[src/rtl/xadac_axi_bridge.sv]
// AXI4 master bridge for the xadac vector units: splits vector-wide requests
// into INCR bursts, reassembles read data and returns one completion per request.

module xadac_id_fifo #(
  parameter int Depth = 4,
  parameter int Width = 4
) (
  input  logic                         clk,
  input  logic                         rst,
  input  logic                         push,
  input  logic [Width-1:0]             push_data,
  input  logic                         pop,
  output logic [Width-1:0]             head,
  output logic [$clog2(Depth+1)-1:0]   count
);
  localparam int PtrW = (Depth > 1) ? $clog2(Depth) : 1;
  localparam int CntW = $clog2(Depth + 1);
  localparam logic [PtrW-1:0] LastPtr = PtrW'(Depth - 1);

  logic [Width-1:0] mem [Depth];
  logic [PtrW-1:0]  wr_ptr;
  logic [PtrW-1:0]  rd_ptr;

  always_ff @(posedge clk) begin
    if (push) mem[wr_ptr] <= push_data;
  end

  always_ff @(posedge clk) begin
    if (rst) begin
      wr_ptr <= '0;
      rd_ptr <= '0;
      count  <= '0;
    end else begin
      if (push) wr_ptr <= (wr_ptr == LastPtr) ? '0 : wr_ptr + PtrW'(1);
      if (pop)  rd_ptr <= (rd_ptr == LastPtr) ? '0 : rd_ptr + PtrW'(1);
      count <= count + CntW'(push) - CntW'(pop);
    end
  end

  assign head = mem[rd_ptr];
endmodule

module xadac_axi_bridge #(
  parameter int VecDataWidth   = 256,
  parameter int AxiDataWidth   = 64,
  parameter int AddrWidth      = 64,
  parameter int IdWidth        = 4,
  parameter int AxiId          = 0,
  parameter int MaxOutstanding = 4
) (
  input  logic                        clk,
  input  logic                        rst,
  input  logic                        rd_req_valid,
  output logic                        rd_req_ready,
  input  logic [IdWidth-1:0]          rd_req_id,
  input  logic [AddrWidth-1:0]        rd_req_addr,
  output logic                        rd_rsp_valid,
  input  logic                        rd_rsp_ready,
  output logic [IdWidth-1:0]          rd_rsp_id,
  output logic [VecDataWidth-1:0]     rd_rsp_data,
  output logic                        rd_rsp_err,
  input  logic                        wr_req_valid,
  output logic                        wr_req_ready,
  input  logic [IdWidth-1:0]          wr_req_id,
  input  logic [AddrWidth-1:0]        wr_req_addr,
  input  logic [VecDataWidth-1:0]     wr_req_data,
  input  logic [VecDataWidth/8-1:0]   wr_req_strb,
  output logic                        wr_rsp_valid,
  input  logic                        wr_rsp_ready,
  output logic [IdWidth-1:0]          wr_rsp_id,
  output logic                        wr_rsp_err,
  output logic [IdWidth-1:0]          ar_id,
  output logic [AddrWidth-1:0]        ar_addr,
  output logic [7:0]                  ar_len,
  output logic [2:0]                  ar_size,
  output logic [1:0]                  ar_burst,
  output logic                        ar_valid,
  input  logic                        ar_ready,
  input  logic [IdWidth-1:0]          r_id,
  input  logic [AxiDataWidth-1:0]     r_data,
  input  logic [1:0]                  r_resp,
  input  logic                        r_last,
  input  logic                        r_valid,
  output logic                        r_ready,
  output logic [IdWidth-1:0]          aw_id,
  output logic [AddrWidth-1:0]        aw_addr,
  output logic [7:0]                  aw_len,
  output logic [2:0]                  aw_size,
  output logic [1:0]                  aw_burst,
  output logic                        aw_valid,
  input  logic                        aw_ready,
  output logic [AxiDataWidth-1:0]     w_data,
  output logic [AxiDataWidth/8-1:0]   w_strb,
  output logic                        w_last,
  output logic                        w_valid,
  input  logic                        w_ready,
  input  logic [IdWidth-1:0]          b_id,
  input  logic [1:0]                  b_resp,
  input  logic                        b_valid,
  output logic                        b_ready
);
  localparam int Ratio    = VecDataWidth / AxiDataWidth;
  localparam int BeatW    = (Ratio > 1) ? $clog2(Ratio) : 1;
  localparam int AxiStrbW = AxiDataWidth / 8;
  localparam int VecLog   = $clog2(VecDataWidth / 8);
  localparam int CntW     = $clog2(MaxOutstanding + 1);
  localparam logic [CntW-1:0]      CntMax   = CntW'(MaxOutstanding);
  localparam logic [BeatW-1:0]     LastBeat = BeatW'(Ratio - 1);
  localparam logic [AddrWidth-1:0] AddrMask =
    ~((AddrWidth'(1) << VecLog) - AddrWidth'(1));

  typedef enum logic {IDLE, BUSY} wr_state_t;

  logic [CntW-1:0]         rd_count;
  logic [CntW-1:0]         wr_count;
  logic [IdWidth-1:0]      wr_head;
  logic                    rd_push, rd_pop, r_hs;
  logic                    wr_push, wr_pop, aw_hs, w_hs, b_hs;
  logic [BeatW-1:0]        rd_beat;
  logic [BeatW-1:0]        wr_beat;
  logic [VecDataWidth-1:0] wr_data_q;
  logic [VecDataWidth/8-1:0] wr_strb_q;
  wr_state_t               state, state_next;
  logic                    unused_bits;

  assign unused_bits = ^{r_id, b_id, r_resp[0], b_resp[0]};

  assign ar_id    = IdWidth'(AxiId);
  assign aw_id    = IdWidth'(AxiId);
  assign ar_len   = 8'(Ratio - 1);
  assign aw_len   = 8'(Ratio - 1);
  assign ar_size  = 3'($clog2(AxiStrbW));
  assign aw_size  = 3'($clog2(AxiStrbW));
  assign ar_burst = 2'b01;
  assign aw_burst = 2'b01;

  // Readies are gated by reset so nothing is accepted while it is held.
  assign rd_req_ready = !rst && (rd_count < CntMax) && (!ar_valid || ar_ready);
  assign rd_push      = rd_req_valid && rd_req_ready;
  assign rd_pop       = rd_rsp_valid && rd_rsp_ready;
  assign r_ready      = (rd_count != '0) && !rd_rsp_valid;
  assign r_hs         = r_valid && r_ready;

  xadac_id_fifo #(.Depth(MaxOutstanding), .Width(IdWidth)) u_rd_fifo (
    .clk       (clk),
    .rst       (rst),
    .push      (rd_push),
    .push_data (rd_req_id),
    .pop       (rd_pop),
    .head      (rd_rsp_id),
    .count     (rd_count)
  );

  always_ff @(posedge clk) begin
    if (rst) begin
      ar_valid <= 1'b0;
      ar_addr  <= '0;
    end else if (rd_push) begin
      ar_valid <= 1'b1;
      ar_addr  <= rd_req_addr & AddrMask;
    end else if (ar_ready) begin
      ar_valid <= 1'b0;
    end
  end

  // A misplaced r_last in either direction is reported as an error.
  always_ff @(posedge clk) begin
    if (rst) begin
      rd_beat      <= '0;
      rd_rsp_valid <= 1'b0;
      rd_rsp_data  <= '0;
      rd_rsp_err   <= 1'b0;
    end else if (r_hs) begin
      for (int k = 0; k < Ratio; k++) begin
        if (rd_beat == BeatW'(k)) rd_rsp_data[k*AxiDataWidth +: AxiDataWidth] <= r_data;
      end
      rd_rsp_err <= rd_rsp_err | r_resp[1] | (r_last != (rd_beat == LastBeat));
      if (rd_beat == LastBeat) begin
        rd_beat      <= '0;
        rd_rsp_valid <= 1'b1;
      end else begin
        rd_beat <= rd_beat + BeatW'(1);
      end
    end else if (rd_pop) begin
      rd_rsp_valid <= 1'b0;
      rd_rsp_err   <= 1'b0;
      rd_beat      <= '0;
    end
  end

  assign wr_req_ready = !rst && (state == IDLE) && (wr_count < CntMax);
  assign wr_push      = wr_req_valid && wr_req_ready;
  assign aw_hs        = aw_valid && aw_ready;
  assign w_hs         = w_valid && w_ready;
  assign w_last       = (wr_beat == LastBeat);
  assign wr_pop       = wr_rsp_valid && wr_rsp_ready;
  assign b_ready      = (wr_count != '0) && (!wr_rsp_valid || wr_rsp_ready);
  assign b_hs         = b_valid && b_ready;

  xadac_id_fifo #(.Depth(MaxOutstanding), .Width(IdWidth)) u_wr_fifo (
    .clk       (clk),
    .rst       (rst),
    .push      (wr_push),
    .push_data (wr_req_id),
    .pop       (wr_pop),
    .head      (wr_head),
    .count     (wr_count)
  );

  assign wr_rsp_id = wr_head;

  always_ff @(posedge clk) begin
    if (rst) state <= IDLE;
    else     state <= state_next;
  end

  // A channel whose valid is already low in BUSY has finished its part.
  always_comb begin
    state_next = state;
    case (state)
      IDLE: if (wr_push) state_next = BUSY;
      BUSY: if ((!aw_valid || aw_hs) && (!w_valid || (w_hs && w_last))) state_next = IDLE;
      default: state_next = IDLE;
    endcase
  end

  always_ff @(posedge clk) begin
    if (rst) begin
      aw_valid  <= 1'b0;
      aw_addr   <= '0;
      w_valid   <= 1'b0;
      wr_beat   <= '0;
      wr_data_q <= '0;
      wr_strb_q <= '0;
    end else if (wr_push) begin
      aw_valid  <= 1'b1;
      aw_addr   <= wr_req_addr & AddrMask;
      w_valid   <= 1'b1;
      wr_beat   <= '0;
      wr_data_q <= wr_req_data;
      wr_strb_q <= wr_req_strb;
    end else begin
      if (aw_hs) aw_valid <= 1'b0;
      if (w_hs) begin
        if (w_last) begin
          w_valid <= 1'b0;
          wr_beat <= '0;
        end else begin
          wr_beat <= wr_beat + BeatW'(1);
        end
      end
    end
  end

  always_comb begin
    w_data = '0;
    w_strb = '0;
    for (int k = 0; k < Ratio; k++) begin
      if (wr_beat == BeatW'(k)) begin
        w_data = wr_data_q[k*AxiDataWidth +: AxiDataWidth];
        w_strb = wr_strb_q[k*AxiStrbW +: AxiStrbW];
      end
    end
  end

  always_ff @(posedge clk) begin
    if (rst) begin
      wr_rsp_valid <= 1'b0;
      wr_rsp_err   <= 1'b0;
    end else if (b_hs) begin
      wr_rsp_valid <= 1'b1;
      wr_rsp_err   <= b_resp[1];
    end else if (wr_pop) begin
      wr_rsp_valid <= 1'b0;
      wr_rsp_err   <= 1'b0;
    end
  end
endmodule

[config.mk]
export PLATFORM = sky130hd
export DESIGN_NAME = xadac_axi_bridge
export DESIGN_NICKNAME = d
export VERILOG_FILES = /design/src/rtl/xadac_axi_bridge.sv
export SDC_FILE = /design/constraint.sdc
export NUM_CORES = 2
export LEC_CHECK = 0
export ABC_CLOCK_PERIOD_IN_PS = 3900
export BUFFER_PORTS_ARGS = -buffer_cell sky130_fd_sc_hd__buf_2
export CAP_MARGIN = 25
export CORE_AREA = 2 2 394 396
export CTS_CLUSTER_DIAMETER = 30
export CTS_CLUSTER_SIZE = 14
export DETAILED_ROUTE_END_ITERATION = 10
export DIE_AREA = 0 0 396 398
export HOLD_SLACK_MARGIN = 0.02
export PLACE_DENSITY = 0.32
export RECOVER_POWER = 50
export SYNTH_ARGS = -nofsm -noshare
export SYNTH_HDL_FRONTEND = slang
export SYNTH_SLANG_ARGS = --single-unit
[constraint.sdc]
create_clock -name clk -period 3.9 [get_ports clk]
set_input_delay 0.78 -clock clk [delete_from_list [all_inputs] [get_ports clk]]
set_output_delay 0.78 -clock clk [all_outputs]
set_load 0.005 [all_outputs]
==> impl_metrics.json <==
{
  "outcome": "complete, but fails checks",
  "violations": "capacitance limit, slew limit",
  "cts.htree.levels": 4,
  "yosys_register_bits": 724,
  "clock_path_buffers": 3,
  "yosysUniqueCellTypes": 43,
  "wirelength_um": 125000,
  "grt_pass1_vias": 24600,
  "max_freq_mhz": 280,
  "io_pins": 1022,
  "port_buffers": 957,
  "coreArea_um2": 153000,
  "via_count": 24300,
  "stdcell_area_um2": 42100,
  "drive_gt1_frac": 0.300,
  "cts.repair.resized": 0,
  "track_usage": 0.151,
  "yosysWarnings": 0,
  "period_needed_ns": 3.57,
  "rows": 144,
  "grt_max_degree": 142,
  "cts_buffers": 225,
  "cts_hold_repair.buffers": 0,
  "slew_viol_final": 147,
  "multi_input_area_um2": 10900,
  "powerDensity_nw_per_um2": 722,
  "die_area_um2": 158000,
  "place.detailed.hpwl_um": 89400,
  "path_clk_slew_ns": 0.05,
  "viasPerCell": 4.08,
  "fp.dieH_um": 398,
  "cts_root_buf": "clkbuf_16",
  "grt_pass1_wl_um": 175000,
  "end_kind": "output port",
  "antenna_found_initial": 106,
  "tightest_slew_ns": 1.51,
  "hold_viol_final": 0,
  "start_util": 0.180,
  "drt_iter0_markers": 1039,
  "finalWorstSetupSlack_ns": 0.333,
  "irDropWorstVdd_v": 0.000397,
  "worstSetupPathType": "flip-flop to output port",
  "seqCellArea_um2": 14800,
  "leakagePower_nw": 18.9,
  "setup_violations": 0,
  "synth_area_per_cell_um2": 10.3,
  "fin_util": 0.275,
  "synthCells": 2682,
  "drc": 0,
  "wl_per_cell_um": 20.9,
  "overflow": 0,
  "place_area_um2": 34400,
  "syn2layout_area_growth_pct": 52.8,
  "hp-class": "input port to flip-flop",
  "dieWidth_um": 396,
  "rsz0062_at_grt": "no",
  "fin_skew_ns": 0.0985,
  "clock_latency_ns": 0.83,
  "detail-route-antenna-nets": 0,
  "clkSinkCount": 724,
  "relSlewSlack": -0.00633,
  "synth_area_um2": 27600,
  "n_fill_cell": 16500,
  "post-cts-setup-buffers": 0,
  "crit_required_ns": 3.12,
  "gp_congestion": 0.776,
  "cp.arrival_ns": 2.79,
  "num-nets-final": 4229,
  "setup_tns_ns": 0,
  "dp_slack_ns": 0.955,
  "cp_max_fo": 64,
  "cap_violations": 2,
  "drtPass1Iterations": 4,
  "tritoncts": "done",
  "fin_crit_sh": 0.915,
  "critPathLaunchType": "flip-flop",
  "yosysSeqAreaShare": 0.537,
  "p_total_mw": 30.4
}
[routing by layer]
layer	GRT usage	up-vias	share of wire	wire [um]
met5	0	-	0.0055	686
met4	0.0426	108	0.022	2770
met3	0.0744	329	0.097	12100
met2	0.246	855	0.47	58300
met1	0.173	11400	0.41	50700
li1	-	11600	-	-
[report_power, final]
part / internal [mW] / switching (mW) / total [mW]
registers: 8.21 / 0.399 / 8.61
logic: 1.30 / 1.75 / 3.05
clock network: 13.3 / 5.47 / 18.8
[cell usage in the layout (no fill, tap or decap), types with 26 or more instances in the layout]
cell / n
mux2i_1: 260
conb_1: 44
clkinv_2: 60
o311ai_0: 60
inv_1: 150
clkbuf_8: 56
clkbuf_16: 226
buf_4: 29
buf_2: 701
a22o_1: 420
o21ai_0: 128
dfxtp_1: 692
edfxtp_1: 32
clkbuf_1: 294
nand2_1: 403
a21oi_1: 153
bufinv_16: 26
[per-stage QoR]
stage               hold WS (ns)  std cells
finish                     0.161       5950
floorplan                  0.442       2724
global placement           0.440       5509
CTS                       0.0933       5932
global route               0.109       5940
detailed placement         0.445       5509
[critical path: stages, from the launching register on]
cell      delay [ns]
dfxtp_1         0.30
clkbuf_2        0.78
nor3_1          0.70
nor2_1          0.09
buf_2           0.18
[cell usage after synthesis, drive strengths merged]
library cell | number | area [um2]
dfxtp | 692 | 13900
a22o | 420 | 3680
nand2 | 403 | 1510
mux2i | 260 | 2600
a21oi | 154 | 774
inv | 151 | 567
clkbuf | 139 | 522
buf | 137 | 1000
o21ai | 133 | 666
o311ai | 60 | 526
edfxtp | 32 | 961
ha | 22 | 275
nor2 | 14 | 52.6
nand3 | 10 | 50.1
mux4 | 8 | 180
nor2b | 7 | 43.8
and3 | 6 | 47.5
and2 | 5 | 31.3
nor3 | 4 | 25.0
nand2b | 3 | 18.8
o211ai | 3 | 22.5
xnor2 | 3 | 26.3
a21o | 2 | 15.0
conb | 2 | 7.51
fa | 2 | 40.0
o31ai | 2 | 15.0
xor2 | 2 | 17.5
nand4 | 1 | 6.26
nor3b | 1 | 7.51
o21a | 1 | 7.51
o22a | 1 | 8.76
or3 | 1 | 6.26
or4 | 1 | 7.51
[sequential cells by signal (all words and copies together) (netlist names), 3 cells and up, named ones only]
register	cells
u_wr_fifo.mem	16
rd_rsp_data	256
wr_data_q	256
u_rd_fifo.count	3
u_rd_fifo.mem	16
wr_strb_q	32
aw_addr	59
ar_addr	59
u_wr_fifo.count	3
[worst paths after layout]
check,from,to,slack (ns),cells after the start
setup / recovery,u_rd_fifo.count[2],r_ready,0.33,4
setup reg to reg,u_rd_fifo.count[1],rd_rsp_data[194],1.03,4
hold reg to reg,rd_rsp_data[143],rd_rsp_data[143],0.45,2
hold / removal,wr_req_data[130],wr_data_q[130],0.16,2
[cells by family (layout without fill, tap and decap cells)]
family	count (synthesis)	in the layout	share of synthesized area
muxes	268	268	0.101
and+or+nand+nor	456	456	0.0656
DFF	724	724	0.537
xor gates and xnor gates	5	5	0.00159
buffers and inverters	427	1592	0.0758
adders and majority gates	24	24	0.0114
other	2	61	0.000272
AOI/OAI and AO/OA	776	776	0.207
[final cells by class]
cell class / count / share of cell area
clock inverters: 107 / 0.0356
clock buffers: 316 / 0.156
multi-input cells: 1573 / 0.259
inverters: 151 / 0.0135
repair buffers: 1018 / 0.122
flip-flops and latches: 724 / 0.352
diodes: 17 / 0.00101
well taps: 2044 / 0.0607
Note: power is estimated with default switching activity, not from simulation.
